<file path="src/rtl/rvfi_ctrl_pkg.sv">
// Shared types and helpers for the RVFI check sequencer: FSM state encoding
// and per-channel slicing of the packed rvfi_order bus.
package rvfi_ctrl_pkg;

   localparam int MAX_NRET = 8;

   typedef enum logic [1:0] {
      HOLD   = 2'd0,
      WARMUP = 2'd1,
      ARMED  = 2'd2,
      DONE   = 2'd3
   } seq_state_t;

   // Callers zero-pad their NRET-wide bus up to MAX_NRET channels.
   function automatic logic [63:0] chan_order(input logic [64*MAX_NRET-1:0] bus, input int idx);
      return bus[64*idx +: 64];
   endfunction

endpackage

</file>
<file path="src/rtl/rvfi_check_sequencer_if.sv">
// RVFI retirement bus as seen by the check sequencer, plus the sequencer's
// status outputs toward the rvfi_*_check checkers.
interface rvfi_check_sequencer_if #(
   parameter int NRET = 1,
   parameter int CW   = 16
);
   logic [NRET-1:0]    rvfi_valid;
   logic [NRET-1:0]    rvfi_trap;
   logic [64*NRET-1:0] rvfi_order;

   logic               check;
   logic [63:0]        check_order;
   logic               armed;
   logic               done;
   logic               timeout;
   logic [CW-1:0]      depth;

   modport master (
      output rvfi_valid, rvfi_trap, rvfi_order,
      input  check, check_order, armed, done, timeout, depth
   );

   modport slave (
      input  rvfi_valid, rvfi_trap, rvfi_order,
      output check, check_order, armed, done, timeout, depth
   );
endinterface

</file>
<file path="src/rtl/rvfi_sat_counter.sv">
// Up-counter with synchronous clear that sticks at all-ones instead of wrapping.
module rvfi_sat_counter #(
   parameter int W = 16
) (
   input  logic         clock,
   input  logic         resetn,
   input  logic         enable,
   input  logic         clear,
   output logic [W-1:0] count,
   output logic         at_max
);

   assign at_max = &count;

   // NOTE: clocked state uses non-blocking (<=) so every flop samples pre-edge values.
   always_ff @(posedge clock or negedge resetn) begin
      if (!resetn) begin
         count <= '0;
      end else if (clear) begin
         count <= '0;
      end else if (enable && !at_max) begin
         count <= count + W'(1);
      end
   end

endmodule

</file>
<file path="src/rtl/rvfi_check_sequencer.sv">
// Single-shot sequencer producing the check strobe for the rvfi_*_check
// checkers: hold after reset, warm up to MIN_DEPTH, fire once or time out.
module rvfi_check_sequencer
   import rvfi_ctrl_pkg::*;
#(
   parameter int NRET       = 1,
   parameter int CHANNEL    = 0,
   parameter int RESET_HOLD = 1,
   parameter int MIN_DEPTH  = 10,
   parameter int MAX_DEPTH  = 20,
   parameter bit SKIP_TRAP  = 1'b1,
   parameter int CW         = 16
) (
   input  logic                   clock,
   input  logic                   resetn,
   rvfi_check_sequencer_if.slave  bus
);

   localparam int HW = (RESET_HOLD < 1) ? 1 : $clog2(RESET_HOLD + 1);

   seq_state_t             state;
   seq_state_t             state_nxt;
   logic [HW-1:0]          hold_cnt;
   logic [CW-1:0]          depth;
   logic                   hold_at_max;
   logic                   depth_at_max;
   logic                   qualify;
   logic                   hold_done;
   logic                   warm_done;
   logic                   max_hit;
   logic                   fire;
   logic [63:0]            check_order_q;
   logic                   timeout_q;
   logic [64*MAX_NRET-1:0] order_bus;

   assign qualify   = bus.rvfi_valid[CHANNEL] && !(SKIP_TRAP && bus.rvfi_trap[CHANNEL]);
   assign hold_done = (hold_cnt == HW'(RESET_HOLD));
   assign warm_done = (depth == CW'(MIN_DEPTH - 1));
   assign max_hit   = (depth == CW'(MAX_DEPTH));

   rvfi_sat_counter #(.W(HW)) u_hold_cnt (
      .clock  (clock),
      .resetn (resetn),
      .enable (state == HOLD),
      .clear  (1'b0),
      .count  (hold_cnt),
      .at_max (hold_at_max)
   );

   rvfi_sat_counter #(.W(CW)) u_depth (
      .clock  (clock),
      .resetn (resetn),
      .enable (state != HOLD),
      .clear  (state == HOLD),
      .count  (depth),
      .at_max (depth_at_max)
   );

   always_ff @(posedge clock or negedge resetn) begin
      if (!resetn) begin
         state <= HOLD;
      end else begin
         state <= state_nxt;
      end
   end

   // NOTE: every always_comb output gets a default first, so no path can infer a latch.
   always_comb begin
      state_nxt = state;
      fire      = 1'b0;
      case (state)
         HOLD:    if (hold_done) state_nxt = WARMUP;
         WARMUP:  if (warm_done) state_nxt = ARMED;
         ARMED: begin
            // Mealy strobe: checkers see rvfi_valid and check in the same cycle.
            fire = qualify;
            if (qualify || max_hit) state_nxt = DONE;
         end
         DONE:    state_nxt = DONE;
         default: state_nxt = HOLD;
      endcase
   end

   always_comb begin
      order_bus                = '0;
      order_bus[64*NRET-1:0]   = bus.rvfi_order;
   end

   // A qualifying retirement at MAX_DEPTH takes priority over the timeout.
   always_ff @(posedge clock or negedge resetn) begin
      if (!resetn) begin
         check_order_q <= '0;
         timeout_q     <= 1'b0;
      end else if (state == ARMED) begin
         if (qualify) begin
            check_order_q <= chan_order(order_bus, CHANNEL);
         end else if (max_hit) begin
            timeout_q <= 1'b1;
         end
      end
   end

   assign bus.check       = fire;
   assign bus.check_order = check_order_q;
   assign bus.armed       = (state == ARMED);
   assign bus.done        = (state == DONE);
   assign bus.timeout     = timeout_q;
   assign bus.depth       = depth;

   logic unused_ok;
   assign unused_ok = &{1'b0, hold_at_max, depth_at_max};

endmodule

</file>
<file path="src/flat_wrapper.sv">
// flat-port wrapper written by rule: the top's interface ports become plain ports
module rvfi_check_sequencer_flat import rvfi_ctrl_pkg::*;
#(
   parameter int NRET       = 1,
   parameter int CHANNEL    = 0,
   parameter int RESET_HOLD = 1,
   parameter int MIN_DEPTH  = 10,
   parameter int MAX_DEPTH  = 20,
   parameter bit SKIP_TRAP  = 1'b1,
   parameter int CW         = 16
)
  (clock, resetn, bus_rvfi_valid, bus_rvfi_trap, bus_rvfi_order, bus_check, bus_check_order, bus_armed, bus_done, bus_timeout, bus_depth);
  rvfi_check_sequencer_if #(.NRET(NRET), .CW(CW)) bus_i ();
  input  logic clock;
  input  logic resetn;
  input wire logic [$bits(bus_i.rvfi_valid)-1:0] bus_rvfi_valid;
  input wire logic [$bits(bus_i.rvfi_trap)-1:0] bus_rvfi_trap;
  input wire logic [$bits(bus_i.rvfi_order)-1:0] bus_rvfi_order;
  output wire logic [$bits(bus_i.check)-1:0] bus_check;
  output wire logic [$bits(bus_i.check_order)-1:0] bus_check_order;
  output wire logic [$bits(bus_i.armed)-1:0] bus_armed;
  output wire logic [$bits(bus_i.done)-1:0] bus_done;
  output wire logic [$bits(bus_i.timeout)-1:0] bus_timeout;
  output wire logic [$bits(bus_i.depth)-1:0] bus_depth;
  assign bus_i.rvfi_valid = bus_rvfi_valid;
  assign bus_i.rvfi_trap = bus_rvfi_trap;
  assign bus_i.rvfi_order = bus_rvfi_order;
  assign bus_check = bus_i.check;
  assign bus_check_order = bus_i.check_order;
  assign bus_armed = bus_i.armed;
  assign bus_done = bus_i.done;
  assign bus_timeout = bus_i.timeout;
  assign bus_depth = bus_i.depth;
  rvfi_check_sequencer #(.NRET(NRET), .CHANNEL(CHANNEL), .RESET_HOLD(RESET_HOLD), .MIN_DEPTH(MIN_DEPTH), .MAX_DEPTH(MAX_DEPTH), .SKIP_TRAP(SKIP_TRAP), .CW(CW)) u_core (.clock(clock), .resetn(resetn), .bus(bus_i));
endmodule
</file>
<file path="config.mk">
export PLATFORM = sky130hd
export DESIGN_NAME = rvfi_check_sequencer_flat
export DESIGN_NICKNAME = d
export VERILOG_FILES = /design/src/rtl/rvfi_ctrl_pkg.sv /design/src/rtl/rvfi_check_sequencer_if.sv /design/src/rtl/rvfi_sat_counter.sv /design/src/rtl/rvfi_check_sequencer.sv /design/src/flat_wrapper.sv
export SDC_FILE = /design/constraint.sdc
export NUM_CORES = 1
export LEC_CHECK = 0
export ABC_AREA = 0
export CORE_ASPECT_RATIO = 0.75
export CORE_MARGIN = 5
export CORE_UTILIZATION = 42
export DETAILED_ROUTE_END_ITERATION = 8
export HOLD_SLACK_MARGIN = 0.1
export PLACE_DENSITY = 0.83
export SYNTH_ARGS = -nofsm -noshare
export SYNTH_HDL_FRONTEND = slang
export SYNTH_SLANG_ARGS = --single-unit
</file>
<file path="constraint.sdc">
create_clock -name clock -period 1.8 [get_ports clock]
set_input_delay 0.36 -clock clock [delete_from_list [all_inputs] [get_ports clock]]
set_output_delay 0.36 -clock clock [all_outputs]
set_load 0.01 [all_outputs]
</file>
==> impl_metrics.json, run 1 <==
{
  "drt_iter0_drc": 149,
  "syn-num-nets": 322,
  "stdcell_count": 538,
  "dr.pass1.iters": 4,
  "nets": 499,
  "grt_pass1_wl_mm": 15.0,
  "slowest_delay_ns": 0.58,
  "finalCritPeriodShare_pct": 97.1,
  "synth_warnings": 0,
  "rows": 28,
  "status": "complete, no violations",
  "vias_per_cell": 5.09,
  "synthTopCellsByCount": "dfrtp_1, mux2_2, a21oi_1",
  "ys_ff_latch": 84,
  "async_flop_share_pct": 100,
  "cp.depth": 1,
  "routed_wl_mm": 9.47,
  "cts_buffers": 9,
  "critPathTopFamily": "buffers and inverters",
  "yosys.area.top_type": "dfrtp_1",
  "dpl.cell_count": 516,
  "grt_pass1_vias": 2850,
  "gp_congestion": 0.826,
  "postLayoutCellArea_um2": 5550,
  "clock_sinks": 84,
  "start_util_pct": 43.7,
  "coreArea_um2": 7990,
  "min_period_ns": 1.75,
  "synth_most_common_cell": "dfrtp_1",
  "rsz0062_at_grt": "false",
  "synth_top_area_share_pct": 60.2,
  "syn_area_per_cell_um2": 13.9,
  "drcViolationCount": 0,
  "start_kind": "flip-flop",
  "seq_area_frac_synth_pct": 60.2,
  "routedWlPerCell_um": 17.6,
  "required_ns": 1.44,
  "criticalPathCategory": "flip-flop to output pin",
  "dieWidth_um": 115,
  "num_antenna_cells": 0,
  "antenna_found_initial": 0,
  "timing.fmax_mhz": 572,
  "layout-drive-gt1-share_pct": 28.6,
  "critical_path.startpoint": "u_core.u_depth.count[2]$_DFFE_PN0P_",
  "clk_pin_slew_worst_paths_ns": 0.09,
  "area_growth_pct": 58.8,
  "clk_latency_ns": 0.36,
  "cts_tree": "built",
  "antenna_left": 0,
  "slew_viol_final": 0,
  "dp_hpwl_mm": 7.17,
  "powerDensity_nw_per_um2": 860,
  "setup_violations": 0,
  "relSlewSlack_pct": 71.8,
  "via_count": 2736,
  "critPathArrivalTime_ns": 1.39,
  "hold_viol": 0,
  "synth_cell_type_count": 42,
  "p_leak_nw": 2.41,
  "dieArea_um2": 10300,
  "syn_area_um2": 3490,
  "ios": 152,
  "cpMaxStageDelayCell": "clkdlybuf4s50_1",
  "multi_input_comb_area_um2": 1340,
  "finClkSkew_ns": 0.00794,
  "seq_area_um2": 2120,
  "synth_area_leaders": "dfrtp_1, mux2_2, a21oi_1",
  "grt_start_max_net_pins": 41,
  "reg2reg_slack_ns": 0.15,
  "grt_usage_pct": 19.0,
  "holdCritPathClass": "primary input to asynchronous set/reset pin",
  "crit_chain": "clkdlybuf4s50_1",
  "r2r_start": "u_core.u_depth.count[0]$_DFFE_PN0P_",
  "dpl_cell_area_um2": 5270,
  "n_fill_cell": 603,
  "vdd_drop_max_mv": 0.451,
  "endpoint_kind": "output pin",
  "synth_edf_count": 0,
  "maxCapViolations": 0,
  "r2r_cells": 6,
  "synth_flop_cell": "dfrtp_1",
  "worstMarginPinSlew_ns": 0.418,
  "h-tree-depth": 3,
  "cts_root_buffer": "clkbuf_8",
  "grt-ovfl-total": 0,
  "dieHeight_um": 89.0,
  "crit_buf_inv": 1,
  "reg2reg_to": "u_core.u_depth.count[6]$_DFFE_PN0P_",
  "syn_inst": 251,
  "clock_path_buffers": 2,
  "worstPathMaxFanout": 4,
  "port_buffers": 151
}
[kinds of logic after synthesis]
| kind of cell | count (synthesis) | synth area share, % |
|---|---|---|
| buffers and inverters | 14 | 1.86 |
| multiplexers | 65 | 20.9 |
| AO/OA/AOI/OAI | 24 | 4.19 |
| XOR/XNOR | 5 | 1.25 |
| flip-flops | 84 | 60.2 |
| AND/OR/NAND/NOR | 56 | 10.5 |
| adder cells (fa/ha/maj) | 3 | 1.07 |
[registers in the layout, summed over array words and instances, names as in the netlist]
register,cells
u_core.u_hold_cnt.at_max,1
u_core.u_depth.count,16
u_core.state,2
u_core.bus.timeout,1
u_core.bus.check_order,64
[cells in the final DEF (no fill, tap or decap), drive strengths merged, types with 2 or more instances in the layout]
master,count
nand2,4
nand3,6
and2,3
nor2b,2
a21oi,11
buf,25
dlymetal6s2s,2
dfrtp,84
or3,5
nor4,5
o21ai,5
and3,6
mux2,64
nand2b,2
xnor2,4
nor3,5
nor2,5
dlygate4sd2,3
clkbuf,11
clkdlybuf4s50,144
inv,7
ha,3
nand4,7
[per-layer routing]
layer | share of wire, % | vias up | routed length (µm) | GRT usage, %
met5 | 0 | - | 0 | 0
met4 | 1.1 | 0 | 105 | 5.01
met3 | 12 | 12 | 1100 | 9.27
met2 | 47 | 113 | 4470 | 31.6
met1 | 40 | 1343 | 3790 | 22.3
li1 | - | 1268 | - | -
[worst max path at each step]
| stage | to | slack, ns |
|---|---|---|
| floorplan | u_core.bus.check_order[13]$_DFFE_PN0P_ | 0.17 |
| global placement | bus_check | -0.39 |
| detailed placement | bus_check | -0.40 |
| CTS | bus_check | -0.07 |
| global route | bus_depth[9] | 0.002 |
| finish | bus_depth[2] | 0.05 |
[cell type report]
cell class,instances,share of cell area [%]
multi-input cells,153,24.1
well taps,105,2.37
clock inverters,5,1.20
repair buffers,175,31.1
clock buffers,11,2.73
flip-flops and latches,84,38.1
inverters,5,0.338
[report_power, final]
part	internal, mW	switching [mW]	leakage, nW
sequential	2.13	0.126	1.04
combinational	0.704	0.354	1.26
clock	0.734	0.724	0.108
total	3.56	1.20	2.41
[timing repair]
| item | CTS | global route |
|---|---|---|
| gates cloned | 0 | 0 |
| setup endpoints to repair | 13 | 7 |
| hold buffers | 1 | 0 |
| pin swaps | 0 | 1 |
| setup buffers | 3 | 2 |
| resized for setup | 15 | 6 |
| hold endpoints to repair | 25 | 0 |
[per-stage QoR]
stage	total power, mW	setup slack [ns]	hold slack, ns	setup TNS, ns	utilization [%]
2_1_floorplan	2.60	0.170	0.0644	0	-
3_3_place_gp	3.33	-0.388	0.298	-17.61	65.9
3_5_place_dp	3.37	-0.397	0.301	-20.02	65.9
4_1_cts	4.84	-0.0731	0.440	-0.0731	69.2
5_1_grt	5.00	0.00233	0.486	0	69.5
6_report	4.77	0.0524	0.459	0	69.5
Power figures use the tool's default switching activity.
==> inputs of run 2 (changes only) <==
- ABC_AREA: 0 -> 1
- CORE_UTILIZATION: 42 -> 43
==> impl_metrics.json, run 2 <==
{
  "relSlewSlack_pct": 57.7,
  "h-tree-depth": 3,
  "status": "complete, no violations",
  "dr.pass1.iters": 5,
  "timing.final.ws_setup_ns": 0.0522,
  "globalRouteMet2Util_pct": 30.2,
  "cts_root_buffer": "clkbuf_16",
  "r2r_cells": 7,
  "slew_viol_final": 0,
  "final_common_cell": "nand2_1",
  "clk_pin_slew_worst_paths_ns": 0.06,
  "synth_top_area_share_pct": 56.3,
  "final_cell_mix": "nand2_1, clkdlybuf4s50_1, dfrtp_1",
  "syn_area_um2": 3730,
  "yosys.area.top_type": "dfrtp_1",
  "timing.fmax_mhz": 572,
  "critPathTopFamily": "buffers and inverters",
  "rows": 29,
  "clk_latency_ns": 0.32,
  "dp_hpwl_mm": 7.27,
  "via_count": 3474,
  "cpMaxStageDelayCell": "clkdlybuf4s50_1",
  "maxCapViolations": 0,
  "num_antenna_cells": 0,
  "cts_buffers": 9,
  "syn_area_per_cell_um2": 8.24,
  "routedWlPerCell_um": 14.1,
  "cp.depth": 1,
  "post-place-ws_ns": -0.235,
  "grt_start_max_net_pins": 85,
  "cts_tree": "built",
  "worstPathMaxFanout": 7,
  "synthTopCellsByCount": "nand2_1, dfrtp_1, nand3_1, nor2_1, inv_1",
  "grt-ovfl-total": 0,
  "finalCritPeriodShare_pct": 97.1,
  "hold_depth": 2,
  "largest_register_ffs": 64,
  "grt_pass1_vias": 3373,
  "nets": 675,
  "syn_inst": 453,
  "start_kind": "flip-flop",
  "synth_flop_cell": "dfrtp_1",
  "crit_buf_inv": 1,
  "synth_most_common_cell": "nand2_1",
  "use_met3_pct": 5.13,
  "final_util_pct": 66.3,
  "crit_chain": "clkdlybuf4s50_1",
  "synth_cell_type_count": 22,
  "ys_ff_latch": 84,
  "hold_viol": 0,
  "ios": 152,
  "p_leak_nw": 2.78,
  "dpl.cell_count": 700,
  "drt_iter0_drc": 250,
  "syn-num-nets": 524,
  "min_period_ns": 1.75,
  "grtUsageMet1_pct": 25.5,
  "dieArea_um2": 10700,
  "post_cts_buffers": 0,
  "drcViolationCount": 0,
  "hp-start": "u_core.bus.check_order[1]$_DFFE_PN0P_",
  "r2r_start": "u_core.u_depth.count[0]$_DFFE_PN0P_",
  "dieWidth_um": 118,
  "area_growth_pct": 50.3,
  "grt_busiest_layer": "met2",
  "grt_pass1_wl_mm": 17.0,
  "synth_edf_count": 0,
  "layout-drive-gt1-share_pct": 7.40,
  "worstMarginPinSlew_ns": 0.634,
  "antenna_left": 0,
  "required_ns": 1.44,
  "port_buffers": 151,
  "finClkSkew_ns": 0.00602,
  "powerDensity_nw_per_um2": 929,
  "tns_ns": 0,
  "grt_usage_pct": 19.1,
  "postLayoutCellArea_um2": 5610,
  "gp_congestion": 0.902,
  "start_util_pct": 44.1,
  "stdcell_count": 716,
  "slowest_delay_ns": 0.59,
  "critical_path.startpoint": "u_core.u_depth.count[9]$_DFFE_PN0P_",
  "vdd_drop_max_mv": 0.432,
  "setup_violations": 0,
  "synth_warnings": 0,
  "antenna_found_initial": 0,
  "endpoint_kind": "output pin",
  "dpl_cell_area_um2": 5290,
  "clock_sinks": 84,
  "clock_path_buffers": 2,
  "fin_hold_ws_ns": 0.476,
  "total_power_mw": 5.21,
  "async_flop_share_pct": 100,
  "criticalPathCategory": "flip-flop to output pin",
  "routed_wl_mm": 10.1,
  "dieHeight_um": 90.7,
  "critPathArrivalTime_ns": 1.39,
  "seq_area_frac_synth_pct": 56.3,
  "synth_area_leaders": "dfrtp_1, nand2_1, nand3_1",
  "holdCritPathClass": "flip-flop to flip-flop",
  "vias_per_cell": 4.85,
  "coreArea_um2": 8450
}
==> run 2: where the power goes <==
part / switching, mW / total, mW / internal [mW] / leakage [nW]
logic: 0.414 / 1.05 / 0.634 / 1.56
clock network: 0.697 / 1.90 / 1.20 / 0.148
registers: 0.132 / 2.26 / 2.13 / 1.07
total: 1.24 / 5.21 / 3.97 / 2.78
==> run 2: final cells by class <==
class                           count  area [µm²]
Clock inverter                      5        77.6
Sequential cell                    84        2110
Fill cell                         666        2850
Clock buffer                       10         229
Inverter                           25        93.8
Multi-Input combinational cell    328        1410
Timing Repair Buffer              156        1560
Tap cell                          108         135
==> run 2: routing by layer <==
metal / share of wire (%) / up-vias
met4: 1.8 / 0
met5: 0 / -
met1: 43 / 1625
met3: 7.3 / 15
met2: 47 / 148
li1: - / 1686
==> run 2: cell families (layout without fill, tap and decap cells) <==
group | Yosys count | in the layout | share of synthesized area [%]
adder cells (fa/ha/maj) | 3 | 3 | 1.01
AND/OR/NAND/NOR | 310 | 310 | 34.2
flip-flops | 84 | 84 | 56.3
AO/OA/AOI/OAI | 15 | 15 | 2.48
buffers and inverters | 41 | 196 | 6.00
==> run 2: path summary, 6_finish.rpt <==
check	endpoint	slack [ns]
worst min register to register	u_core.bus.check_order[1]$_DFFE_PN0P_	0.48
worst min-delay path	u_core.bus.check_order[1]$_DFFE_PN0P_	0.48
max in group asynchronous	u_core.u_depth.count[11]$_DFFE_PN0P_	0.79
worst max-delay path	bus_depth[9]	0.05
worst max register to register	u_core.u_depth.count[1]$_DFFE_PN0P_	0.23
min in group asynchronous	u_core.u_depth.count[2]$_DFFE_PN0P_	0.58
==> run 2: timing repair <==
item | CTS | global route
gates resized for setup | 2 | 6
hold buffers | 1 | 0
hold endpoints to repair | 84 | 0
gates cloned | 0 | 0
setup endpoints to repair | 2 | 5
==> inputs of run 3 (changes only) <==
- SKIP_CTS_REPAIR_TIMING: default -> 1
- SLEW_MARGIN: default -> 10
==> impl_metrics.json, run 3 (synthesis results as in run 2) <==
{
  "timing.fmax_mhz": 573,
  "critical_path.startpoint": "u_core.u_depth.count[9]$_DFFE_PN0P_",
  "coreArea_um2": 8450,
  "port_buffers": 151,
  "start_util_pct": 44.1,
  "slowest_delay_ns": 0.59,
  "grt_pass1_wl_mm": 17.0,
  "r2r_start": "u_core.u_depth.count[0]$_DFFE_PN0P_",
  "clk_pin_slew_worst_paths_ns": 0.06,
  "h-tree-depth": 3,
  "grt_start_max_net_pins": 85,
  "powerDensity_nw_per_um2": 929,
  "setup_violations": 0,
  "layout-drive-gt1-share_pct": 7.25,
  "status": "complete, no violations",
  "num_antenna_cells": 0,
  "crit_chain": "clkdlybuf4s50_1",
  "ios": 152,
  "drt_iter0_drc": 279,
  "routedWlPerCell_um": 14.2,
  "postLayoutCellArea_um2": 5610,
  "holdCritPathClass": "primary input to asynchronous set/reset pin",
  "hold_viol": 0,
  "grt_usage_pct": 19.0,
  "area_growth_pct": 50.3,
  "crit_buf_inv": 1,
  "fin_hold_ws_ns": 0.0207,
  "grt_pass1_vias": 3365,
  "grt-ovfl-total": 0,
  "nets": 674,
  "clock_path_buffers": 2,
  "worstMarginPinSlew_ns": 0.633,
  "finClkSkew_ns": 0.00695,
  "dp_hpwl_mm": 7.27,
  "drcViolationCount": 0,
  "maxCapViolations": 0,
  "cts_root_buffer": "clkbuf_16",
  "dieWidth_um": 118,
  "finalCritPeriodShare_pct": 97.0,
  "relSlewSlack_pct": 57.8,
  "final_common_cell": "nand2_1",
  "stdcell_count": 715,
  "dieHeight_um": 90.7,
  "min_period_ns": 1.75,
  "largest_register_ffs": 64,
  "endpoint_kind": "output pin",
  "antenna_found_initial": 0,
  "final_cell_mix": "nand2_1, clkdlybuf4s50_1, dfrtp_1",
  "antenna_left": 0,
  "critPathTopFamily": "buffers and inverters",
  "dieArea_um2": 10700,
  "final_util_pct": 66.3,
  "start_kind": "flip-flop",
  "cpMaxStageDelayCell": "clkdlybuf4s50_1",
  "cts_buffers": 9,
  "criticalPathCategory": "flip-flop to output pin",
  "worstPathMaxFanout": 7,
  "p_leak_nw": 2.80,
  "tns_ns": 0,
  "slew_viol_final": 0,
  "critPathArrivalTime_ns": 1.39,
  "routed_wl_mm": 10.1,
  "rows": 29,
  "clk_latency_ns": 0.32,
  "gp_congestion": 0.902,
  "dr.pass1.iters": 5,
  "clock_sinks": 84,
  "dpl.cell_count": 700,
  "cts_tree": "built",
  "via_count": 3465,
  "dpl_cell_area_um2": 5290,
  "vdd_drop_max_mv": 0.432,
  "vias_per_cell": 4.85,
  "required_ns": 1.44
}
[run 3: cell count changes in the layout (fill, tap and decap cells not counted)]
cell / change
dlygate4sd2_1: -1
clkbuf_2: -1
dlymetal6s2s_1: +2
dlygate4sd3_1: -1
[run 3: worst register-to-register path: cells and delay by family, from the launching register on]
family          cells  cell delay [ns]
fa+ha+maj           1             0.25
flops               1             0.40
compound gates      1             0.24
simple gates        3             0.42
buf+inv             2             0.18
[run 3: worst paths after layout]
kind | to | slack, ns | depth (start not counted)
max | bus_depth[9] | 0.05 | 1
min in group clock | u_core.bus.check_order[1]$_DFFE_PN0P_ | 0.48 | 2
max in group asynchronous | u_core.u_depth.count[8]$_DFFE_PN0P_ | 1.34 | 2
min reg2reg | u_core.bus.check_order[1]$_DFFE_PN0P_ | 0.48 | 2
max reg2reg | u_core.u_depth.count[1]$_DFFE_PN0P_ | 0.23 | 7
min | u_core.u_depth.count[2]$_DFFE_PN0P_ | 0.02 | 2
[run 3: per-stage QoR]
stage	worst slack, ns	power, mW
floorplan	0.461	2.59
global placement	-0.250	3.32
detailed placement	-0.235	3.35
CTS	-0.235	5.28
global route	-0.000447	5.47
finish	0.0542	5.21
[run 3: layer usage]
metal	up-vias	wire, µm	track usage [%]
li1	1687	-	-
met2	140	4820	30.1
met1	1624	4410	25.5
met5	-	0	0
met4	0	174	6.11
met3	14	725	5.13
[run 3: layout make-up]
cell class | instances | area (µm²)
inverter | 25 | 93.8
tap | 108 | 135
fill | 666 | 2850
clock inverter | 5 | 77.6
timing repair buffer | 155 | 1560
multi-input combinational | 328 | 1410
sequential | 84 | 2110
clock buffer | 10 | 229
[run 3: report_power, final]
| part | switching [mW] | internal [mW] | leakage [nW] | total [mW] |
|---|---|---|---|---|
| clock | 0.700 | 1.20 | 0.148 | 1.90 |
| sequential | 0.132 | 2.13 | 1.07 | 2.26 |
| combinational | 0.413 | 0.633 | 1.59 | 1.05 |
==> RTL edit: new RTL, config.mk and constraints of run 3 <==
Re-encode `seq_state_t` (4 states) as one-hot, 4 bits wide.
--- a/src/rtl/rvfi_ctrl_pkg.sv
+++ b/src/rtl/rvfi_ctrl_pkg.sv
@@ -4,11 +4,11 @@
 
    localparam int MAX_NRET = 8;
 
-   typedef enum logic [1:0] {
-      HOLD   = 2'd0,
-      WARMUP = 2'd1,
-      ARMED  = 2'd2,
-      DONE   = 2'd3
+   typedef enum logic [3:0] {
+      HOLD   = 4'b0001,
+      WARMUP = 4'b0010,
+      ARMED  = 4'b0100,
+      DONE   = 4'b1000
    } seq_state_t;
 
    // Callers zero-pad their NRET-wide bus up to MAX_NRET channels.
Formal check against the unedited RTL: same outputs for any inputs over 10 cycles, from zero or initial values and one cycle with resetn low; not proved beyond that.
==> RTL edit against run 3 <==
Count of clock-buffer cells in the layout decreased by 1; worst setup slack improved by 0.014 ns; via count grew 2.2%; area after synthesis rose by 3.1%; design area grew 3.6%; non-clock buffer count up 9; hold slack improved by 0.46 ns; routed wire length rose by 6.7%; die area grew 2.7%; core utilization up 1.2 points; sequential cell count up 2; critical path type unchanged.
Power is not compared: it rests on default switching activity, and its combinational part moved more than twofold at a synthesized area within 25%.
==> RTL edit: results (changes against run 3) <==
grt_use_total: 0.1992  # +0.008867
initialDrtViolationCount: 222  # -20%
synthTopCellsByCount: "nand2_1, dfrtp_1, nand3_1, inv_1, nor2_1"
clock_skew_ns: 0.005396  # -0.001559 ns
wl_per_cell_um: 14.88  # +5.0%
fillers: 690  # +3.6%
cp_slowest_stage_delay_ns: 0.56  # -0.03 ns
drive_gt1_frac: 0.1100  # +0.03754
crit_family: "flip-flops"
hp-class: "reg -> reg"
worstPathMaxFanout: 3  # -4
nets: 684  # +1.5%
critPathSlowestCell: "dfstp_2"
relSlewSlack: 0.6853  # +0.1074
dp_hpwl_mm: 7.988  # +9.8%
avgSynthCellArea_um2: 8.472  # +2.8%
grt_pass1_wl_mm: 17.91  # +5.4%
whs_path_depth: 2
syn_nets: 525  # +0.19%
vias: 3540  # +2.2%
synth_area_leaders: "dfrtp_1, nand2_1, nand3_1"
stdcell_count: 726  # +1.5%
placed_area_um2: 5456  # +3.1%
grt_pass1_vias: 3633  # +8.0%
yosysSeqAreaShare: 0.5599  # -0.003335
place_congestion: 0.8968  # -0.54%
cp.arrival_ns: 1.37  # -0.02 ns
clkSlewWorstSetupHoldPaths_ns: 0.06  # about the same
dpl.cell_count: 708  # +1.1%
async_reset_ff_frac: 1.000  # unchanged
r2r_end: "u_core.u_depth.count[0]"
reg2reg_depth: 8  # +1
synthDistinctLibCells: 30  # +36%
place.port_buffers: 151  # unchanged
status: "complete, no violations"
grt_max_degree: 65  # -24%
clkLatencyLatePin_ns: 0.33
hold_start: "u_core.bus.check_order[6]"
## RTL edit: worst register-to-register path, delay by kind of cell (launching register included)
kind                       cells  cell delay, ns
adders and majority gates      1            0.17
buffers and inverters          1            0.07
and+or+nand+nor                6            0.86
DFF                            1            0.36
## RTL edit: logic make-up (layout without fill, tap and decap cells)
kind of cell,Yosys count,after routing,share of synthesized area
fa+ha+maj,3,3,0.009760
flops,86,86,0.5599
xor+xnor,1,1,0.002278
compound gates,7,7,0.01334
simple gates,315,315,0.3549
buf+inv,42,206,0.05985
## RTL edit: worst max path at each step
stage,startpoint,depth (start not counted),end
after floorplan,u_core.u_depth.count[0],8,u_core.u_depth.count[8]
after global routing,u_core.state[3],6,bus_check
after CTS,u_core.state[3],6,bus_check
after detailed placement,bus_rvfi_valid,6,bus_check
final,u_core.state[0],6,bus_check
after global placement,bus_rvfi_valid,6,bus_check
## RTL edit: area by class of cell
class	instances	area [um2]	area share
well taps	108	135.1	0.02326
repair buffers	164	1637	0.2817
inverters	26	98.84	0.01701
multi-input cells	326	1485	0.2557
clock buffers	9	225.2	0.03877
clock inverters	7	71.32	0.01228
flip-flops and latches	86	2157	0.3713
## RTL edit: power by group
part | internal (mW) | switching [mW] | total (mW)
combinational | 1.80 | 1.54 | 3.34
sequential | 2.68 | 0.436 | 3.11
clock | 1.08 | 0.769 | 1.85
## RTL edit: stage by stage
stage | setup WS [ns] | hold slack [ns] | power, mW | utilization
floorplan | 0.3464 | 0.06441 | 4.451 | -
global placement | -0.2440 | 0.3285 | 6.338 | 0.6345
detailed placement | -0.2875 | 0.3339 | 6.464 | 0.6345
CTS | -0.3527 | -0.02606 | 8.373 | 0.6690
global route | -0.01008 | 0.4924 | 8.860 | 0.6755
finish | 0.06798 | 0.4787 | 8.306 | 0.6755
## RTL edit: per-layer routing
layer  share of wire  routed length (um)  vias up  GRT usage
li1                -                   -     1720          -
met1            0.43                4613     1669     0.2545
met2            0.48                5137      130     0.3239
met3           0.075                 812       21    0.06027
met4           0.022                 240        0    0.06943
met5               0                   0        -          0
